===== src/rtl/aurora_link_frame_check.sv =====
// aurora_link_frame_check
//
// Receive-side pattern checker for Aurora link hardware test. It sits on the
// LocalLink RX user interface and checks every valid word against a walking-one
// sequence that rotates right one place per valid word. It also checks SOF/EOF
// framing and REM, and keeps saturating error counters and a wrapping frame
// counter.
//
// Optional feature: define AURORA_LINK_FRAME_CHECK_ONEHOT_EN to also flag any
// valid word that does not have exactly one bit set, including the seeding
// word.
//
// Ports (bit 0 is the MSB on all vectors):
//   user_clk_i           user clock, all logic on its rising edge
//   reset_i              asynchronous active-high reset
//   rx_d_i[0:15]         received data
//   rx_rem_i             remainder, 1 = both bytes valid
//   rx_sof_n_i           start of frame, active-low
//   rx_eof_n_i           end of frame, active-low
//   rx_src_rdy_n_i       beat valid, active-low (checker always accepts)
//   data_err_count_o     data mismatches, saturates at 255
//   framing_err_count_o  framing/REM violations, saturates at 255
//   frame_count_o        good EOFs, wraps modulo 2^16
//   error_o              one-cycle pulse for any error on a beat
module aurora_link_frame_check (
    input  logic        user_clk_i,
    input  logic        reset_i,
    input  logic [0:15] rx_d_i,
    input  logic        rx_rem_i,
    input  logic        rx_sof_n_i,
    input  logic        rx_eof_n_i,
    input  logic        rx_src_rdy_n_i,
    output logic [0:7]  data_err_count_o,
    output logic [0:7]  framing_err_count_o,
    output logic [0:15] frame_count_o,
    output logic        error_o
);

    typedef enum logic [0:0] {StIdle, StInFrame} state_e;

    state_e      state_q, state_d;
    logic        seeded_q;
    logic [0:15] expected_q, expected_d;
    logic [0:7]  data_err_cnt_q;
    logic [0:7]  framing_err_cnt_q;
    logic [0:15] frame_cnt_q;
    logic        error_q;

    logic        valid;
    logic        sof;
    logic        eof;
    logic        onehot_err;
    logic        mismatch;
    logic        data_err;
    logic        framing_err;
    logic        frame_done;

    always_comb begin
        valid = ~rx_src_rdy_n_i;
        sof   = ~rx_sof_n_i;
        eof   = ~rx_eof_n_i;

`ifdef AURORA_LINK_FRAME_CHECK_ONEHOT_EN
        // x & (x - 1) clears the lowest set bit; nonzero leftover means >1 bit set
        onehot_err = (rx_d_i == 16'h0000) || ((rx_d_i & (rx_d_i - 16'd1)) != 16'h0000);
`else
        onehot_err = 1'b0;
`endif

        // No compare on the seeding beat; afterwards the sequence follows
        // expected_q only, so one corrupt word yields exactly one error.
        mismatch   = seeded_q && (rx_d_i != expected_q);
        data_err   = valid && (mismatch || onehot_err);
        expected_d = seeded_q ? {expected_q[15], expected_q[0:14]} : {rx_d_i[15], rx_d_i[0:14]};

        // SOF outside a frame is required; SOF inside a frame means the previous
        // frame never ended. All conditions fold into one error per beat.
        framing_err = valid && (((state_q == StIdle) && !sof) ||
                                ((state_q == StInFrame) && sof) ||
                                (eof && !rx_rem_i));
        frame_done  = valid && eof && !framing_err;

        state_d = state_q;
        if (valid) begin
            if (eof) begin
                state_d = StIdle;
            end else if (sof) begin
                state_d = StInFrame;
            end
        end
    end

    always_ff @(posedge user_clk_i or posedge reset_i) begin
        if (reset_i) begin
            state_q           <= StIdle;
            seeded_q          <= 1'b0;
            expected_q        <= 16'h0001;
            data_err_cnt_q    <= 8'h00;
            framing_err_cnt_q <= 8'h00;
            frame_cnt_q       <= 16'h0000;
            error_q           <= 1'b0;
        end else begin
            state_q <= state_d;
            error_q <= data_err || framing_err;
            if (valid) begin
                seeded_q   <= 1'b1;
                expected_q <= expected_d;
            end
            if (data_err && (data_err_cnt_q != 8'hFF)) begin
                data_err_cnt_q <= data_err_cnt_q + 8'd1;
            end
            if (framing_err && (framing_err_cnt_q != 8'hFF)) begin
                framing_err_cnt_q <= framing_err_cnt_q + 8'd1;
            end
            if (frame_done) begin
                frame_cnt_q <= frame_cnt_q + 16'd1;
            end
        end
    end

    assign data_err_count_o    = data_err_cnt_q;
    assign framing_err_count_o = framing_err_cnt_q;
    assign frame_count_o       = frame_cnt_q;
    assign error_o             = error_q;

endmodule


===== config.mk =====
export PLATFORM = sky130hd
export DESIGN_NAME = aurora_link_frame_check
export DESIGN_NICKNAME = d
export VERILOG_FILES = /design/src/rtl/aurora_link_frame_check.sv
export SDC_FILE = /design/constraint.sdc
export NUM_CORES = 1
export LEC_CHECK = 0
export ABC_AREA = 1
export CAP_MARGIN = 0
export CORE_UTILIZATION = 30
export CTS_BUF_LIST = sky130_fd_sc_hd__clkbuf_4 sky130_fd_sc_hd__clkbuf_8
export DETAILED_ROUTE_END_ITERATION = 8
export PLACE_DENSITY = 0.6
export SLEW_MARGIN = 20
export SYNTH_ARGS = -nofsm -noshare
export SYNTH_HDL_FRONTEND = slang
export SYNTH_SLANG_ARGS = --single-unit

===== constraint.sdc =====
create_clock -name user_clk_i -period 1.5 [get_ports user_clk_i]
set_clock_uncertainty 0.1 [all_clocks]
set_input_delay 0.225 -clock user_clk_i [delete_from_list [all_inputs] [get_ports user_clk_i]]
set_output_delay 0.225 -clock user_clk_i [all_outputs]
set_load 0.03 [all_outputs]

== After elaboration in Yosys (flattened, before gate mapping) ==
Index checks and enable logic that the tools add are counted.

* Register bits: 51
* Bits of input ports: 22
* Output and inout bits: 33
* Word-level logic and storage cells: 37

* Add/sub/neg operators: 3
* Eq/ne operators: 4
* Multiplexer cells: 3
* Bitwise operators: 4
* Reductions and logical operators: 16

{| class="wikitable"
|+ Operator list
! cell !! count
|-
| $add 16x1->16 const B || 1
|-
| $add 8x1->8 const B || 2
|-
| $mux 16 || 1
|-
| $ne 16x16->1 || 1
|-
| $ne 8x8->1 const B || 2
|-
| $logic_and 1x1->1 || 10
|-
| $not 1->1 || 4
|-
| $logic_or 1x1->1 || 3
|-
| $logic_not 1->1 || 2
|-
| $mux 1 || 2
|-
| $ne 2x2->1 const B || 1
|-
| $reduce_and 2->1 || 1
|}

== Longest topological paths before layout ==
Gate-level depths: netlist of run 1.

* Word-level depth: 7
* Depth in mapped cells: 11
* Gate-level depth less buffers: 10

== Worst setup path after synthesis of run 1 ==
Ideal clock, no wire load.

* Path kind: register -> register
* Start: reg frame_cnt_q (netlist bit frame_count_o[15])
* End: reg frame_cnt_q (netlist bit frame_count_o[3])
* Library setup time: 0.134 ns
* Arrival: 1.472 ns
* Required time: 1.266 ns
* Slack: -0.207 ns
* Cell stages (with the launch flop): 8
* Path buffers: 0
* Clock period less this slack: 1.707 ns
* Cells stage by stage: dfrtp_1 ha_1 nand3_2 nor2_1 nand3_2 nor2_4 nand3_2 xnor2_1

* Word-level cells in the longest chain between the ends: 1

{| class="wikitable"
|+ Ends and longest elaborated chain
! item !! line !! source
|-
| start: declaration || 46 || <nowiki>logic [0:15] frame_cnt_q;</nowiki>
|-
| start signal: assignment || 116 || <nowiki>frame_cnt_q <= frame_cnt_q + 16'd1;</nowiki>
|-
| $add 16x1->16 || 116 ||
|}

Every way passes these cells.
A chain may end at the register's enable or synchronous reset.

== Worst setup path after layout of run 1 ==
* Start: reg expected_q[15] (netlist bit)
* End: reg data_err_cnt_q (netlist bit data_err_count_o[1])

* Word-level cells in the longest chain between the ends: 4

{| class="wikitable"
|+ Ends and longest elaborated chain
! item !! line !! source
|-
| start: declaration || 43 || <nowiki>logic [0:15] expected_q, expected_d;</nowiki>
|-
| start signal: assignment || 107 || <nowiki>expected_q <= expected_d;</nowiki>
|-
| $ne 16x16->1 || 72 || <nowiki>mismatch = seeded_q && (rx_d_i != expected_q);</nowiki>
|-
| $logic_and 1x1->1 || 72 ||
|-
| $logic_and 1x1->1 || 73 || <nowiki>data_err = valid && (mismatch || onehot_err);</nowiki>
|-
| $logic_and 1x1->1 || 109 || <nowiki>if (data_err && (data_err_cnt_q != 8'hFF)) begin</nowiki>
|-
| end signal: assignment || 110 || <nowiki>data_err_cnt_q <= data_err_cnt_q + 8'd1;</nowiki>
|-
| end: declaration || 44 || <nowiki>logic [0:7] data_err_cnt_q;</nowiki>
|}

Every way passes these cells.

==> results.md, run 1 <==
Run status:
- The flow ran to the end, but the final reports show violations.
- The checks that failed: negative setup slack.

Synthesis:
- The synthesized area divided by synthesized cell count is 7.81 um2.
- After synthesis, the netlist uses 29 different library cells.
- For this run, the register share of the synthesized area comes to 44.5%.
- The number of enable-type register cells in the synthesized netlist is 0.
- The count of warnings emitted by yosys is 0.
- In this run the cell area of the synthesized design comes to 2870 um2.
- The post-synth net total is 392.
- By area the synthesized netlist is led by sky130_fd_sc_hd__dfrtp_1, sky130_fd_sc_hd__nand2_1, sky130_fd_sc_hd__inv_1.
- The biggest area contributor in the post-synthesis netlist is sky130_fd_sc_hd__dfrtp_1.
- The synthesized design devotes to its leading area cell type 43.6% of total area.
- The number of flip-flops and latches in the synthesized netlist is 51.
- The proportion of register bits with asynchronous set or reset after synthesis is 100%.
- In the synthesized netlist, the number of instances is 367.
- The most used flip-flop cell after synthesis is sky130_fd_sc_hd__dfrtp_1.

Clock network:
- The H-tree was split into 2 levels.
- The clock insertion delay at the later pin of the skew report is 0.30 ns.
- In this run the clock root is driven by a sky130_fd_sc_hd__clkbuf_8.
- CTS saw 51 sinks.
- Clock-pin slew was measured on the worst setup and hold paths at 0.09 ns.
- The number of clock buffers added by TritonCTS is 5.
- TritonCTS built the clock tree.
- Counting along the longest clock path gives a buffer depth of 2.

GRT:
- The wire length of the first global-routing pass is 10900 um.
- Entering global routing, the biggest net connects 52 pins.
- The global router's overall resource usage is 13.7%.
- The via count of the first global-routing pass is 2451.
- The global routing usage on met2 is 24.4%.
- The number of antenna violations at the first check in global routing is 0.
- The met3 global-route usage is 2.86%.
- Global routing finished with a remaining overflow of 0.
- The peak-usage layer in the global routing report is met2.
- The met1 demand-to-capacity share in global routing is 16.7%.

Placed design:
- The count of input and output buffers is 54.
- The instance area at placement is 3880 um2.
- At the placement stage, the worst setup path has a slack of -0.336 ns.
- The HPWL after detailed placement is 4620 um.
- Once placement completed, the tool counted placed cells totaling 574.
- The final weighted congestion of routability-driven global placement is 0.750.

Worst setup path:
- The worst setup path is launched from a flip-flop.
- The top fanout value on the critical path is 11.
- The arrival time reported for the critical path endpoint is 1.66 ns.
- The required time at the endpoint of the critical path is 1.64 ns.
- The nature of the critical path endpoint is a flip-flop.
- Tracing the worst setup path back leads to its startpoint at expected_q[15].
- The category of the most critical setup path is reg -> reg.
- The beginning of the worst register-to-register path is expected_q[15].

Timing:
- The max-slew violation count came to 0.
- At the pin with the least slew margin, the transition time is 0.307 ns.
- The worst max-slew margin expressed relative to the limit is 79.6%.
- The number of hold violations in the final report is 0.
- Static timing analysis puts the maximum clock frequency at 658 MHz.
- The worst setup margin is -0.0197 ns.
- Setup violations remaining at the end of the flow were counted as 8.
- After layout, the worst path uses 101% of the clock period.
- After layout, the minimum clock period comes to 1.52 ns.
- Setup repair after global routing could not meet its margin everywhere.
- The worst hold slack after final layout is 0.186 ns.

Route:
- The detailed router finished its first iteration with 68 violations.
- The routed wire length is 6470 um.
- Detailed routing inserted a total of 2555 vias.
- The residual antenna-violating net count after detailed routing is 0.
- After detailed routing, the number of remaining DRC violations is 0.
- For this run, the detailed router's first-pass iteration total came to 4.
- In the routed layout, each cell is associated on average with a via count of 4.30.
- The routed wirelength normalized by instance count is 10.9 um.

Flow run:
- The tool flagged a number of max-cap violations equal to 0.

Min path:
- The critical hold path startpoint is rx_sof_n_i.
- The path class of the tightest hold or removal check is in -> reg.

Finish:
- The count of cells in the finished layout, fillers not included, comes to 594.
- The number of nets in the layout is 489.
- Summing all non-filler instances in the final layout gives an area of 4100 um2.
- Leaving out fill and tap cells, the most frequent cell in the layout is sky130_fd_sc_hd__nand2_1.
- In the layout the commonest cells are sky130_fd_sc_hd__nand2_1, sky130_fd_sc_hd__inv_1, sky130_fd_sc_hd__dfrtp_1.
- Cells with a size suffix above 1 make up 24.9% of the layout.
- The repair_antennas step left the layout with diodes totalling 0.
- From synthesis to final layout, the design area changed by 42.8%.

Pwr:
- The power density relative to cell area is 1090 nW/um2.
- The worst-case IR drop observed on VDD is 0.000769 V.
- The analysis attributes to cell leakage a power of 2.16 nW.

Floorplan:
- The vertical die dimension is 99.8 um.
- The horizontal die dimension is 99.8 um.
- The number of I/O pins is 55.
- The core region area is 9240 um2.
- The overall die area is 9950 um2.
- The initial standard-cell utilization of the core is 31.0%.
- The number of core rows is 35.
==> worst max-delay path: stages, from the launching register on <==
cell and delay, ns:
sky130_fd_sc_hd__dfstp_2 0.54, sky130_fd_sc_hd__inv_2 0.04, sky130_fd_sc_hd__nand2_1 0.04, sky130_fd_sc_hd__nand2_1 0.05, sky130_fd_sc_hd__nor2_1 0.08, sky130_fd_sc_hd__nand2_1 0.07
sky130_fd_sc_hd__nor2_2 0.09, sky130_fd_sc_hd__nand2_2 0.08, sky130_fd_sc_hd__buf_12 0.14, sky130_fd_sc_hd__nand3_4 0.11, sky130_fd_sc_hd__nand2_1 0.06, sky130_fd_sc_hd__nand2_1 0.06
==> power by group <==
group	internal [mW]	switching, mW	total, mW	leakage, nW
Combinational	0.743	1.00	1.75	1.53
Sequential	1.61	0.280	1.89	0.578
Clock	0.365	0.453	0.818	0.0491
==> cell type report <==
cell class / count / area (um2)
Multi-Input combinational cell: 251 / 1470
Sequential cell: 51 / 1290
Fill cell: 939 / 5140
Tap cell: 129 / 161
Clock inverter: 1 / 5.00
Inverter: 57 / 220
Timing Repair Buffer: 98 / 872
Clock buffer: 7 / 83.8
==> layer usage <==
| layer | vias up | wire, um |
|---|---|---|
| li1 | 1336 | - |
| met1 | 1179 | 2870 |
| met3 | 6 | 240 |
| met4 | 0 | 74 |
| met2 | 34 | 3280 |
| met5 | - | 0 |
==> per-stage QoR <==
step           power (mW)  util (%)  TNS (ns)
2_1_floorplan        2.86         -    -0.276
3_3_place_gp         3.58      42.0     -8.64
3_5_place_dp         3.61      42.0     -8.76
4_1_cts              4.30      42.6    -0.363
5_1_grt              4.75      44.3     -1.52
6_report             4.46      44.3   -0.0805
==> timing repair <==
item,CTS,global route
endpoints found under the hold margin,0,0
pin swaps,2,12
endpoints found under the setup margin,42,33
gates cloned,0,0
hold buffers,0,0
gates resized for setup,37,39
setup buffers,0,12
==> flip-flops by register name, summed over array words and instances (netlist names) <==
name,flops
framing_err_count_o,8
state_q,1
error_o,1
seeded_q,1
data_err_count_o,8
frame_count_o,16
expected_q,16
==> Yosys cell counts (3+ instances only) <==
cell and n:
sky130_fd_sc_hd__nand2_2 4, sky130_fd_sc_hd__nand3_2 3, sky130_fd_sc_hd__a21oi_1 33, sky130_fd_sc_hd__nor2_4 4, sky130_fd_sc_hd__inv_1 54, sky130_fd_sc_hd__nor2_1 24
sky130_fd_sc_hd__xnor2_1 11, sky130_fd_sc_hd__nand3_1 9, sky130_fd_sc_hd__dfrtp_1 50, sky130_fd_sc_hd__xor2_1 14, sky130_fd_sc_hd__o21ai_0 19, sky130_fd_sc_hd__nand2_1 108
sky130_fd_sc_hd__nand4_1 8, sky130_fd_sc_hd__ha_1 3, sky130_fd_sc_hd__clkbuf_1 3
==> worst paths after layout <==
check | endpoint | slack (ns) | cells past startpoint
worst max-delay path | data_err_count_o[1] | -0.02 | 11
worst min-delay path | state_q | 0.19 | 4
worst max register to register | data_err_count_o[1] | -0.02 | 11
worst min register to register | framing_err_count_o[0] | 0.40 | 1
max in group asynchronous | expected_q[15] | 0.79 | 3
min in group asynchronous | data_err_count_o[2] | 0.23 | 3
==> logic make-up (layout without fill, tap and decap cells) <==
| logic type | after synthesis | in the layout | synth area share (%) |
|---|---|---|---|
| adders and majority gates | 3 | 3 | 1.31 |
| DFF | 51 | 51 | 44.5 |
| AOI/OAI and AO/OA | 52 | 52 | 9.08 |
| xor gates and xnor gates | 26 | 26 | 8.20 |
| buffers and inverters | 65 | 163 | 8.94 |
| and+or+nand+nor | 170 | 170 | 27.9 |
No activity file was read; power rests on OpenSTA's default activity.
==> inputs of run 2 (changes only) <==
Settings changed: SLEW_MARGIN 20 to default.
==> results of run 2 <==
No change in the layout: final DEF, timing and power equal those of run 1.
==> inputs of run 3 (changes only) <==
Settings changed: CAP_MARGIN 0 to default, CORE_MARGIN from default to 10.
==> run 3 against run 2 <==
  * Critical path depth unchanged
  * Critical endpoint is now data_err_count_o[3]
  * Via count decreased by 0.98%
  * Non-clock buffer count fell by 10
  * Sequential share of layout area increased by 0.83 points
  * Largest cell class unchanged
  * Register-to-register slack about the same
  * Total power down 0.57%
  * Global-route usage down 3.6 points
  * Core utilization down 1.4 points
  * Sequential cell count is the same
  * The flow still finishes with violations (negative setup slack)
  * Worst hold slack better by 0.0092 ns
  * Worst setup slack about the same
==> results.md, run 3 (synthesis results as in run 1) <==
Run status:
- The flow ran to the end, but the final reports show violations.
- The final reports fail on negative setup slack.

Finish:
- The fraction of final layout cells with drive strength greater than 1 was 23.3% (-1.6 points).
- The number of nets in the layout is 479 (-2.0%).
- The growth of design area from synthesis to finish is 39.0%.
- The number of diodes added for antenna fixing came to 0 (unchanged).
- The top cell types in the final layout, fill and taps aside, are sky130_fd_sc_hd__nand2_1, sky130_fd_sc_hd__inv_1, sky130_fd_sc_hd__dfrtp_1.
- The footprint of the multi-input gates is 1450 um2 (-1.4%).
- The number of fill cells came to 960 (+2.2%).
- The commonest non-fill, non-tap cell in the layout is sky130_fd_sc_hd__nand2_1.
- The footprint of the flip-flops and latches is 1290 um2 (about the same).
- The final core utilization came to 43.0% (-1.4 points).

Worst setup path:
- The cell count of the worst reg-to-reg path came to 11 (unchanged).
- The worst setup path endpoint is data_err_count_o[3].
- The top fanout value on the critical path was 11 (unchanged).
- STA classifies the critical path startpoint as a flip-flop.
- The critical path starts at expected_q[15].
- The startpoint identified for the worst register-to-register timing path is expected_q[15].
- The arrival time reported for the critical path endpoint is 1.66 ns (about the same).
- The required time at the endpoint of the critical path was 1.64 ns (about the same).
- The worst setup path is of the reg -> reg kind.
- In this run the critical register-to-register path is captured at data_err_count_o[3].
- STA classifies the critical path endpoint as a flip-flop.
- The internal reg-to-reg setup slack was -0.02 ns (about the same).

Pwr:
- The leakage power figure is 2.07 nW (-4.1%).
- The overall power of the completed layout was 4.43 mW (-0.57%).
- The worst IR drop on VDD was 0.000585 V (-24%).
- The power density relative to cell area is 1110 nW/um2 (+2.1%).

Clock network:
- The sink count of the clock tree was 51 (unchanged).
- The clock transition at the registers of the reported paths is 0.10 ns (about the same).
- The worst-case clock buffer depth was 2 (unchanged).
- CTS placed an instance of sky130_fd_sc_hd__clkbuf_8 at the clock tree root.
- The number of buffers created by CTS is 5 (unchanged).
- TritonCTS built the clock tree.
- The clock insertion delay at the later pin of the skew report is 0.30 ns (about the same).
- The maximum level of the CTS H-tree was 2 (unchanged).

Timing:
- The actual slew at the worst max-slew pin is 0.322 ns (+0.0153 ns).
- The portion of the clock cycle consumed by the worst path in the final layout was 101% (about the same).
- The max-slew violation count is 0 (unchanged).
- The worst setup margin is -0.0198 ns (-0.000105 ns).
- The highest clock frequency the design can meet came to 658 MHz (about the same).
- The time the final worst path needs with I/O delays and setup was 1.52 ns (+0.000105 ns).
- The worst max-slew margin expressed relative to the limit came to 78.6% (-1.0 points).
- The final total negative setup slack is -0.0804 ns (+0.0000994 ns).
- The number of hold violations in the final report is 0 (unchanged).
- Setup repair after global routing could not meet its margin everywhere.
- The final setup violation count is 7 (-1).

GRT:
- The via count of the first global-routing pass is 2596 (+5.9%).
- The aggregate global routing overflow is 0 (unchanged).
- The largest net degree at the start of global routing is 52 (unchanged).
- The global router's overall resource usage is 10.0% (-3.6 points).
- The wire length of the first global-routing pass is 12000 um (+9.7%).
- The number of antenna violations at the first check in global routing was 0 (unchanged).

Min path:
- The tightest min-delay check is of the in -> reg type.
- The depth of the worst hold-timing path was 4 (unchanged).

Floorplan:
- The initial standard-cell utilization of the core is 30.9% (-0.15 points).
- The number of core rows was 35 (unchanged).
- The overall die area is 13900 um2 (+39%).
- The horizontal die dimension is 118 um (+18%).
- The core region area is 9280 um2 (+0.47%).
- The vertical die dimension is 118 um (+18%).
- The number of I/O pins is 55 (unchanged).

Placed design:
- The post-detailed-placement half-perimeter wirelength is 4990 um (+8.0%).
- The count of input and output buffers is 54 (unchanged).
- The final weighted congestion of routability-driven global placement is 0.812 (+8.3%).

Route:
- The total vias in the final route is 2530 (-0.98%).
- The starting DRC count in detailed routing is 60 (-12%).
- The DRC violation count after routing is 0 (unchanged).
- The iteration count of the initial detailed-routing pass is 4 (unchanged).
- The routed wirelength normalized by instance count is 11.3 um (+4.2%).
- The residual antenna-violating net count after detailed routing is 0 (unchanged).
- The routed wire length came to 6620 um (+2.4%).
- The vias per cell is 4.33 (+0.72%).

Flow run:
- The max-cap violation count is 0 (unchanged).
==> run 3: cell count changes in the layout (fill, tap and decap cells not counted), sizes merged <==
cell           before  now
clkdlybuf4s50      19   20
dlymetal6s2s        2    1
buf                45   39
dlygate4sd2        23   19
==> run 3: worst min path at each step <==
stage | from | slack (ns) | endpoint
floorplan | reset_i | 0.17 | data_err_count_o[0]
CTS | reset_i | 0.23 | data_err_count_o[3]
global placement | framing_err_count_o[4] | 0.39 | framing_err_count_o[4]
detailed placement | framing_err_count_o[0] | 0.38 | framing_err_count_o[0]
finish | rx_sof_n_i | 0.20 | state_q
global route | reset_i | 0.22 | data_err_count_o[3]
==> run 3: cell type report <==
type,count,share of cell area (%)
multi-input combinational,251,36.3
sequential,51,32.3
timing repair buffer,88,19.5
inverter,57,5.52
tap,129,4.05
clock buffer,7,2.26
clock inverter,1,0.126
==> run 3: stage by stage <==
step                hold WS [ns]  area [um2]  std cells  setup WS (ns)
finish                     0.196        3990        584        -0.0198
global route               0.218        3990        584         -0.173
CTS                        0.231        3930        581        -0.0264
detailed placement         0.385        3860        573         -0.320
global placement           0.390        3860        573         -0.303
floorplan                  0.173        2940        367        -0.0415
==> run 3: worst max-delay path, stage by stage (launching register included) <==
cell and delay, ns:
sky130_fd_sc_hd__dfstp_2 0.55, sky130_fd_sc_hd__inv_2 0.04, sky130_fd_sc_hd__nand2_1 0.04, sky130_fd_sc_hd__nand2_1 0.05
sky130_fd_sc_hd__nor2_1 0.09, sky130_fd_sc_hd__nand2_1 0.06, sky130_fd_sc_hd__nor2_1 0.09, sky130_fd_sc_hd__nand2_1 0.09
sky130_fd_sc_hd__buf_12 0.15, sky130_fd_sc_hd__nand3_4 0.11, sky130_fd_sc_hd__nand2_1 0.06, sky130_fd_sc_hd__nand2_1 0.06
==> run 3: routing by layer <==
metal	global-route usage [%]	wire length, um	vias up
met4	2.32	31	0
met2	16.6	3170	39
li1	-	-	1320
met3	2.93	218	2
met1	12.5	3200	1169
met5	0	0	-
==> run 3: where the power goes <==
part,total [mW],internal (mW),switching [mW]
registers,1.90,1.61,0.290
logic,1.68,0.698,0.986
clock network,0.848,0.392,0.456
==> run 3: what timing repair did <==
action / in CTS / in global routing
setup endpoints to repair: 36 / 32
buffers inserted: 0 / 3
gates cloned: 0 / 0
pin swaps: 1 / 8
hold buffers: 0 / 0
gates resized for setup: 32 / 31
